==> config.mk <==
export PLATFORM = sky130hd
export DESIGN_NAME = sdram_req_arbiter_flat
export DESIGN_NICKNAME = d
export VERILOG_FILES = /design/src/rtl/sdram_req_arbiter_if.sv /design/src/rtl/sdram_req_arbiter.sv /design/src/flat_wrapper.sv
export SDC_FILE = /design/constraint.sdc
export NUM_CORES = 1
export LEC_CHECK = 0
export BUFFER_PORTS_ARGS = -buffer_cell sky130_fd_sc_hd__buf_2
export CORE_MARGIN = 2
export CORE_UTILIZATION = 40
export CTS_CLUSTER_DIAMETER = 50
export DETAILED_ROUTE_END_ITERATION = 8
export PLACE_DENSITY = 0.76
export RECOVER_POWER = 100
export SLEW_MARGIN = 15
export SYNTH_ARGS = -nofsm -noshare
export SYNTH_HDL_FRONTEND = slang
export SYNTH_SLANG_ARGS = --single-unit
==> constraint.sdc <==
create_clock -name i_mem_clk -period 1.7 [get_ports i_mem_clk]
set_clock_uncertainty 0.2 [all_clocks]
set_input_delay 0.17 -clock i_mem_clk [delete_from_list [all_inputs] [get_ports i_mem_clk]]
set_output_delay 0.17 -clock i_mem_clk [all_outputs]
set_load 0.02 [all_outputs]
==> src/rtl/sdram_req_arbiter_if.sv <==
// ---------------------------------------------------------------------------
// sdram_req_arbiter_if
//   Handshake bundle between the SDRAM request arbiter, its two requesters
//   (video read path, host write path) and the controller application port.
//
//   Parameters: AW - app port address width, DW - data width.
//
//   Modports:
//     master - the arbiter's view: it consumes requests and drives the
//              controller request fields and the ack/done pulses.
//     slave  - the environment's view: requesters and controller.
// ---------------------------------------------------------------------------
interface sdram_req_arbiter_if #(
  parameter int AW = 25,
  parameter int DW = 16
);
  // Video read requester
  logic          rd_req;
  logic [AW-1:0] rd_addr;
  logic          rd_urgent;
  logic          rd_ack;
  logic          rd_done;
  // Host write requester
  logic          wr_req;
  logic [AW-1:0] wr_addr;
  logic [DW-1:0] wr_data;
  logic          wr_ack;
  logic          wr_done;
  // Controller application port
  logic          app_req;
  logic [AW-1:0] app_req_addr;
  logic [8:0]    app_req_len;
  logic          app_req_wr_n;
  logic [DW-1:0] app_wr_data;
  logic          app_req_ack;
  logic          app_last_rd;
  logic          app_last_wr;

  modport master (
    input  rd_req, rd_addr, rd_urgent,
    input  wr_req, wr_addr, wr_data,
    input  app_req_ack, app_last_rd, app_last_wr,
    output rd_ack, rd_done, wr_ack, wr_done,
    output app_req, app_req_addr, app_req_len, app_req_wr_n, app_wr_data
  );

  modport slave (
    output rd_req, rd_addr, rd_urgent,
    output wr_req, wr_addr, wr_data,
    output app_req_ack, app_last_rd, app_last_wr,
    input  rd_ack, rd_done, wr_ack, wr_done,
    input  app_req, app_req_addr, app_req_len, app_req_wr_n, app_wr_data
  );
endinterface

==> src/rtl/sdram_req_arbiter.sv <==
// ---------------------------------------------------------------------------
// sdram_req_arbiter
//   Shares the single SDRAM controller application port between the video
//   read requester (RD_LEN-word bursts) and the host write path (single-word
//   writes). One transaction outstanding at a time. Reads win by default;
//   a starvation counter forces a write after WR_STARVE consecutive reads
//   (unless the read is urgent), and a watchdog aborts a transaction whose
//   ack or completion never arrives.
//
//   Ports:
//     i_mem_clk      memory clock, all logic on rising edge
//     i_reset        synchronous, active-high reset
//     i_mem_ready    controller init done; no grants while low
//     bus            requester / controller handshake bundle (master view)
//     o_busy         high whenever the arbiter is not idle
//     o_timeout_err  sticky watchdog-abort flag, cleared only by reset
//
//   All outputs are registered.
// ---------------------------------------------------------------------------
module sdram_req_arbiter #(
  parameter int AW        = 25,
  parameter int DW        = 16,
  parameter int RD_LEN    = 8,
  parameter int WR_STARVE = 16,
  parameter int TIMEOUT   = 255
) (
  input  logic                       i_mem_clk,
  input  logic                       i_reset,
  input  logic                       i_mem_ready,
  sdram_req_arbiter_if.master        bus,
  output logic                       o_busy,
  output logic                       o_timeout_err
);

  localparam int              SCW        = $clog2(WR_STARVE + 1);
  localparam logic [SCW-1:0]  STARVE_MAX = SCW'(WR_STARVE);
  localparam logic [8:0]      LEN_RD     = 9'(RD_LEN);
  // Abort fires on the edge at which the watchdog would reach TIMEOUT, so the
  // arbiter spends exactly TIMEOUT cycles out of IDLE before giving up.
  localparam logic [7:0]      WD_LAST    = 8'(TIMEOUT - 1);

  typedef enum logic [1:0] {
    S_IDLE,
    S_REQ,
    S_WAIT_RD,
    S_WAIT_WR
  } state_t;

  state_t         r_state,       w_state;
  logic           r_app_req,     w_app_req;
  logic [AW-1:0]  r_addr,        w_addr;
  logic [8:0]     r_len,         w_len;
  logic           r_wr_n,        w_wr_n;
  logic [DW-1:0]  r_wdata,       w_wdata;
  logic           r_rd_ack,      w_rd_ack;
  logic           r_wr_ack,      w_wr_ack;
  logic           r_rd_done,     w_rd_done;
  logic           r_wr_done,     w_wr_done;
  logic           r_busy,        w_busy;
  logic           r_timeout_err, w_timeout_err;
  logic [SCW-1:0] r_starve,      w_starve;
  logic [7:0]     r_wd,          w_wd;

  logic           w_rd_win;
  logic           w_wd_expired;

  // Read wins unless a write is also waiting and has been passed over
  // WR_STARVE times; an urgent read overrides the starvation guard.
  assign w_rd_win     = bus.rd_req &&
                        (!bus.wr_req || bus.rd_urgent || (r_starve < STARVE_MAX));
  assign w_wd_expired = (r_wd >= WD_LAST);

  // Next-state and next-output logic.
  // NOTE: every variable gets a default at the top of the block so that no
  // path leaves it unassigned -- otherwise synthesis infers a latch.
  always_comb begin
    w_state       = r_state;
    w_app_req     = r_app_req;
    w_addr        = r_addr;
    w_len         = r_len;
    w_wr_n        = r_wr_n;
    w_wdata       = r_wdata;
    w_rd_ack      = 1'b0;
    w_wr_ack      = 1'b0;
    w_rd_done     = 1'b0;
    w_wr_done     = 1'b0;
    w_timeout_err = r_timeout_err;
    w_starve      = r_starve;
    w_wd          = r_wd;

    unique case (r_state)
      S_IDLE: begin
        if (i_mem_ready && (bus.rd_req || bus.wr_req)) begin
          w_state   = S_REQ;
          w_app_req = 1'b1;
          w_wd      = 8'd0;
          if (w_rd_win) begin
            w_addr = bus.rd_addr;
            w_len  = LEN_RD;
            w_wr_n = 1'b1;
            // Only reads that overtake a waiting write count as starvation.
            if (bus.wr_req && (r_starve < STARVE_MAX)) begin
              w_starve = r_starve + SCW'(1);
            end
          end else begin
            w_addr   = bus.wr_addr;
            w_len    = 9'd1;
            w_wr_n   = 1'b0;
            w_wdata  = bus.wr_data;
            w_starve = '0;
          end
        end
      end

      S_REQ: begin
        w_wd = r_wd + 8'd1;
        // A genuine handshake takes precedence over an abort on the same edge.
        if (bus.app_req_ack) begin
          w_app_req = 1'b0;
          if (r_wr_n) begin
            w_rd_ack = 1'b1;
            w_state  = S_WAIT_RD;
          end else begin
            w_wr_ack = 1'b1;
            w_state  = S_WAIT_WR;
          end
        end else if (w_wd_expired) begin
          w_state       = S_IDLE;
          w_app_req     = 1'b0;
          w_timeout_err = 1'b1;
        end
      end

      S_WAIT_RD: begin
        w_wd = r_wd + 8'd1;
        if (bus.app_last_rd) begin
          w_rd_done = 1'b1;
          w_state   = S_IDLE;
        end else if (w_wd_expired) begin
          w_state       = S_IDLE;
          w_timeout_err = 1'b1;
        end
      end

      S_WAIT_WR: begin
        w_wd = r_wd + 8'd1;
        if (bus.app_last_wr) begin
          w_wr_done = 1'b1;
          w_state   = S_IDLE;
        end else if (w_wd_expired) begin
          w_state       = S_IDLE;
          w_timeout_err = 1'b1;
        end
      end

      default: begin
        w_state   = S_IDLE;
        w_app_req = 1'b0;
      end
    endcase

    // busy is registered from the next state so it tracks r_state exactly.
    w_busy = (w_state != S_IDLE);
  end

  // State and output registers.
  // NOTE: sequential state is updated with non-blocking (<=) assignments so
  // every register samples pre-edge values, independent of statement order.
  always_ff @(posedge i_mem_clk) begin
    if (i_reset) begin
      r_state       <= S_IDLE;
      r_app_req     <= 1'b0;
      r_addr        <= '0;
      r_len         <= 9'd0;
      r_wr_n        <= 1'b1;
      r_wdata       <= '0;
      r_rd_ack      <= 1'b0;
      r_wr_ack      <= 1'b0;
      r_rd_done     <= 1'b0;
      r_wr_done     <= 1'b0;
      r_busy        <= 1'b0;
      r_timeout_err <= 1'b0;
      r_starve      <= '0;
      r_wd          <= 8'd0;
    end else begin
      r_state       <= w_state;
      r_app_req     <= w_app_req;
      r_addr        <= w_addr;
      r_len         <= w_len;
      r_wr_n        <= w_wr_n;
      r_wdata       <= w_wdata;
      r_rd_ack      <= w_rd_ack;
      r_wr_ack      <= w_wr_ack;
      r_rd_done     <= w_rd_done;
      r_wr_done     <= w_wr_done;
      r_busy        <= w_busy;
      r_timeout_err <= w_timeout_err;
      r_starve      <= w_starve;
      r_wd          <= w_wd;
    end
  end

  assign bus.app_req      = r_app_req;
  assign bus.app_req_addr = r_addr;
  assign bus.app_req_len  = r_len;
  assign bus.app_req_wr_n = r_wr_n;
  assign bus.app_wr_data  = r_wdata;
  assign bus.rd_ack       = r_rd_ack;
  assign bus.wr_ack       = r_wr_ack;
  assign bus.rd_done      = r_rd_done;
  assign bus.wr_done      = r_wr_done;
  assign o_busy           = r_busy;
  assign o_timeout_err    = r_timeout_err;

endmodule

==> src/flat_wrapper.sv <==
// flat-port wrapper written by rule: the top's interface ports become plain ports
module sdram_req_arbiter_flat 
#(
  parameter int AW        = 25,
  parameter int DW        = 16,
  parameter int RD_LEN    = 8,
  parameter int WR_STARVE = 16,
  parameter int TIMEOUT   = 255
)
  (i_mem_clk, i_reset, i_mem_ready, o_busy, o_timeout_err, bus_rd_req, bus_rd_addr, bus_rd_urgent, bus_wr_req, bus_wr_addr, bus_wr_data, bus_app_req_ack, bus_app_last_rd, bus_app_last_wr, bus_rd_ack, bus_rd_done, bus_wr_ack, bus_wr_done, bus_app_req, bus_app_req_addr, bus_app_req_len, bus_app_req_wr_n, bus_app_wr_data);
  sdram_req_arbiter_if #(.AW(AW), .DW(DW)) bus_i ();
  input  logic i_mem_clk;
  input  logic i_reset;
  input  logic i_mem_ready;
  output logic o_busy;
  output logic o_timeout_err;
  input wire logic [$bits(bus_i.rd_req)-1:0] bus_rd_req;
  input wire logic [$bits(bus_i.rd_addr)-1:0] bus_rd_addr;
  input wire logic [$bits(bus_i.rd_urgent)-1:0] bus_rd_urgent;
  input wire logic [$bits(bus_i.wr_req)-1:0] bus_wr_req;
  input wire logic [$bits(bus_i.wr_addr)-1:0] bus_wr_addr;
  input wire logic [$bits(bus_i.wr_data)-1:0] bus_wr_data;
  input wire logic [$bits(bus_i.app_req_ack)-1:0] bus_app_req_ack;
  input wire logic [$bits(bus_i.app_last_rd)-1:0] bus_app_last_rd;
  input wire logic [$bits(bus_i.app_last_wr)-1:0] bus_app_last_wr;
  output wire logic [$bits(bus_i.rd_ack)-1:0] bus_rd_ack;
  output wire logic [$bits(bus_i.rd_done)-1:0] bus_rd_done;
  output wire logic [$bits(bus_i.wr_ack)-1:0] bus_wr_ack;
  output wire logic [$bits(bus_i.wr_done)-1:0] bus_wr_done;
  output wire logic [$bits(bus_i.app_req)-1:0] bus_app_req;
  output wire logic [$bits(bus_i.app_req_addr)-1:0] bus_app_req_addr;
  output wire logic [$bits(bus_i.app_req_len)-1:0] bus_app_req_len;
  output wire logic [$bits(bus_i.app_req_wr_n)-1:0] bus_app_req_wr_n;
  output wire logic [$bits(bus_i.app_wr_data)-1:0] bus_app_wr_data;
  assign bus_i.rd_req = bus_rd_req;
  assign bus_i.rd_addr = bus_rd_addr;
  assign bus_i.rd_urgent = bus_rd_urgent;
  assign bus_i.wr_req = bus_wr_req;
  assign bus_i.wr_addr = bus_wr_addr;
  assign bus_i.wr_data = bus_wr_data;
  assign bus_i.app_req_ack = bus_app_req_ack;
  assign bus_i.app_last_rd = bus_app_last_rd;
  assign bus_i.app_last_wr = bus_app_last_wr;
  assign bus_rd_ack = bus_i.rd_ack;
  assign bus_rd_done = bus_i.rd_done;
  assign bus_wr_ack = bus_i.wr_ack;
  assign bus_wr_done = bus_i.wr_done;
  assign bus_app_req = bus_i.app_req;
  assign bus_app_req_addr = bus_i.app_req_addr;
  assign bus_app_req_len = bus_i.app_req_len;
  assign bus_app_req_wr_n = bus_i.app_req_wr_n;
  assign bus_app_wr_data = bus_i.app_wr_data;
  sdram_req_arbiter #(.AW(AW), .DW(DW), .RD_LEN(RD_LEN), .WR_STARVE(WR_STARVE), .TIMEOUT(TIMEOUT)) u_core (.i_mem_clk(i_mem_clk), .i_reset(i_reset), .i_mem_ready(i_mem_ready), .bus(bus_i), .o_busy(o_busy), .o_timeout_err(o_timeout_err));
endmodule
==> flow_summary_export.csv <==
group,metric,value,unit
flow_run,max_cap_viol_count,0,
floorplan,top_level_ports,133,
worst_setup_path,crit_fanout,8,
final_layout,leading_cell_type_in_the_layout_fill_and_taps_excluded,"buf_2",
worst_setup_path,timing.critical_path.depth,6,
floorplan,die_w,89.2,um
grt,largest_net_degree_at_the_start_of_global_routing,29,
timing,fin_ws,0.00708,ns
timing,fin_crit_sh,99.6,%
grt,grt.total_usage,18.9,%
route,drc_errors,0,
route,wirelength,8.02,mm
yosys,synthesis.area,0.00290,mm^2
yosys,ys_warn_count,0,
worst_setup_path,cpMaxStageDelayCell,"dfxtp_2",
min_path,worst_hold_path_type,"primary input to flip-flop",
yosys,postSynth.asyncResetShare,0,%
power_and_ir_drop,peak_supply_drop,0.000488,V
power_and_ir_drop,static-leakage-power,2.06,nW
worst_setup_path,cp_data_required_time,1.70,ns
worst_setup_path,critPathTopFamily,"flip-flops",
worst_setup_path,path_class,"flip-flop to flip-flop",
clock_tree,tritoncts,"yes",
timing,min_period,1.69,ns
worst_setup_path,critical-path-max-stage-delay,0.36,ns
worst_setup_path,cp_buf_inv_count,2,
final_layout,stdcell_area,0.00453,mm^2
route,first_iter_violations,58,
route,drtAntennaViolNets,0,
worst_setup_path,critical_path.startpoint_type,"flip-flop",
timing,drv_slew,0,
yosys,synth_seq_cells,66,
timing,final_hold_viol_count,0,
placed_design,gp_congestion,0.816,
yosys,postSynthCellCount,302,
worst_setup_path,worst-r2r-cell-count,6,
floorplan,core_region_area,0.00714,mm^2
clock_tree,clk_pin_slew_worst_paths,0.07,ns
floorplan,floorplan.initialDensity,40.6,%
clock_tree,cts_buffers,9,
route,tritonroute_pass_1_iters,4,
worst_setup_path,critical_path.endpoint_type,"flip-flop",
worst_setup_path,r2r_slack,0.007,ns
yosys,postSynth.topFlopCell,"dfxtp_1",
floorplan,row_count,31,
timing,setup_repair_after_global_routing_missed_its_margin,"true",
floorplan,die_area,0.00795,mm^2
grt,vias_in_the_first_global_route,2747,
timing,setup-violations-final,0,
worst_setup_path,rr_startpoint,"u_core.r_starve[4]",
clock_tree,clock-sinks,66,
floorplan,die_height,89.2,um
grt,grt_first_pass_wirelength,11.7,mm
timing,max_freq,0.591,GHz
clock_tree,clock_insertion_delay_worst_skew,0.33,ns
route,route.detailed.wl_per_inst,13.5,um
final_layout,layout_cells_sized_above_1,36.7,%
route,route.detailed.vias_per_inst,4.83,
clock_tree,cts_max_level,3,
placed_design,dpl.hpwl,5.11,mm
yosys,synth.yosys.seq_area_share,45.6,%
yosys,synth_edf_count,0,
placed_design,dpl_cell_area,0.00373,mm^2
worst_setup_path,r2r-end,"u_core.bus.app_wr_data[5]",
yosys,netlist-cell-type-count,47,
run_status,run_status,"complete, no violations",
placed_design,port_buffers,125,
route,num_vias,2876,
worst_setup_path,data_arrival_time_of_the_critical_path,1.69,ns
final_layout,area.growth.synth_to_final,56.1,%
min_path,holdPathStages,3,
final_layout,antenna_cells_inserted,0,
min_path,hold_path.startpoint,"bus_wr_addr[17]",
worst_setup_path,chain_of_cells_forming_the_critical_path,"nand3b_2 > a211oi_4 > buf_6 > clkbuf_16 > mux2i_1 > nor2_1",
final_layout,most-common-layout-cells,"125 x buf_2, 63 x dfxtp_1, 53 x nor2_1",
grt,gr-total-overflow,0,
clock_tree,cts_max_path_buffers,2,
clock_tree,clock-root-buffer,"clkbuf_8",
final_layout,final_net_count,569,
grt,antenna_found_initial,0,
min_path,timing.hold.worst_endpoint,"u_core.bus.app_req_addr[17]",
placed_design,pre_cts_slack,-0.0128,ns
power_and_ir_drop,power.density,840,mW/mm^2
yosys,synth.avg_cell_area,9.60,um^2
-- kinds of logic after synthesis --
kind of cell             after synthesis  synth area share [%]
XOR/XNOR                               3                 0.906
AO/OA/AOI/OAI                         59                  15.4
buffers and inverters                 31                  6.60
other                                  1                 0.129
flip-flops                            66                  45.6
AND/OR/NAND/NOR                       96                  15.3
adder cells (fa/ha/maj)                3                  1.29
multiplexers                          43                  14.8
-- through the flow --
step,cells,util (%),TNS [ns],total power [mW],hold slack (ns)
final,595,63.4,0,3.80,0.00383
after global routing,595,63.4,-0.636,3.99,0.00762
after CTS,590,62.0,0,3.81,0.00108
after detailed placement,525,52.3,-0.0128,2.43,0.215
after global placement,525,52.3,0,2.41,0.202
after floorplan,308,-,-0.716,2.16,0.0905
-- synthesized netlist by cell type (all sizes together) (3+ instances only) --
cell type / number / share of area, %
mux2i: 43 / 15
a31oi: 3 / 0.65
nor3: 8 / 1.4
nand2: 12 / 1.6
o211ai: 4 / 1.0
nand3: 4 / 0.69
a211oi: 29 / 7.7
ha: 3 / 1.3
o21ai: 5 / 0.99
nor2: 55 / 7.5
a21oi: 7 / 1.2
dfxtp: 66 / 46
clkbuf: 10 / 1.3
inv: 3 / 0.39
buf: 18 / 4.9
nand2b: 3 / 0.65
-- timing repair --
action / CTS / global route
cloned: 0 / 2
pin swaps: 0 / 6
hold buffers: 49 / 0
buffers inserted: 0 / 3
setup endpoints to repair: 2 / 21
resized for setup: 1 / 8
endpoints found under the hold margin: 38 / 0
-- metal layers --
metal / vias to the layer above / share of wire (%) / global-route usage (%) / routed length (um)
met4: 0 / 1.8 / 7.19 / 143
li1: 1438 / - / - / -
met1: 1324 / 39 / 20.0 / 3150
met5: - / 0 / 0 / 0
met2: 99 / 53 / 36.4 / 4240
met3: 15 / 6.2 / 3.69 / 496
-- worst reg2reg max path, cell delays in order, from the launching register on --
cell       delay [ns]
dfxtp_2          0.36
nand3b_2         0.17
a211oi_4         0.28
buf_6            0.17
clkbuf_16        0.16
mux2i_1          0.18
nor2_1           0.05
-- flip-flops by register name, indices dropped and copies added, names as in the netlist --
register and count:
u_core.r_starve 5, u_core.bus.app_req 1, u_core.o_busy 1, u_core.bus.rd_done 1, u_core.bus.rd_ack 1, u_core.o_timeout_err 1
u_core.bus.app_wr_data 16, u_core.r_wd 8, u_core.bus.wr_ack 1, u_core.bus.wr_done 1, u_core.r_state 2, u_core.bus.app_req_addr 25
u_core.bus.app_req_wr_n 1, u_core.bus.app_req_len 2
-- area by class of cell --
cell class | count | area (um^2)
Clock inverter | 1 | 5.00
Multi-Input combinational cell | 211 | 1440
Fill cell | 589 | 2610
Clock buffer | 15 | 196
Inverter | 3 | 11.3
Sequential cell | 66 | 1330
Timing Repair Buffer | 200 | 1430
Tap cell | 99 | 124
-- power by group --
| group | switching [mW] | internal [mW] | total (mW) |
|---|---|---|---|
| sequential | 0.0430 | 1.64 | 1.68 |
| clock | 0.550 | 0.728 | 1.28 |
| combinational | 0.437 | 0.405 | 0.842 |
-- worst max-delay path by stage --
stage	startpoint	end	slack, ns
final	u_core.r_starve[4]	u_core.bus.app_wr_data[5]	0.007
after global routing	u_core.r_state[1]	u_core.bus.app_wr_data[14]	-0.05
after CTS	u_core.r_starve[4]	u_core.bus.app_wr_data[13]	0.02
after detailed placement	u_core.r_state[0]	u_core.r_starve[4]	-0.01
after global placement	u_core.r_state[0]	u_core.r_starve[2]	0.05
after floorplan	u_core.r_state[0]	u_core.bus.app_wr_data[10]	-0.09
Note: power is estimated with default switching activity, not from simulation.
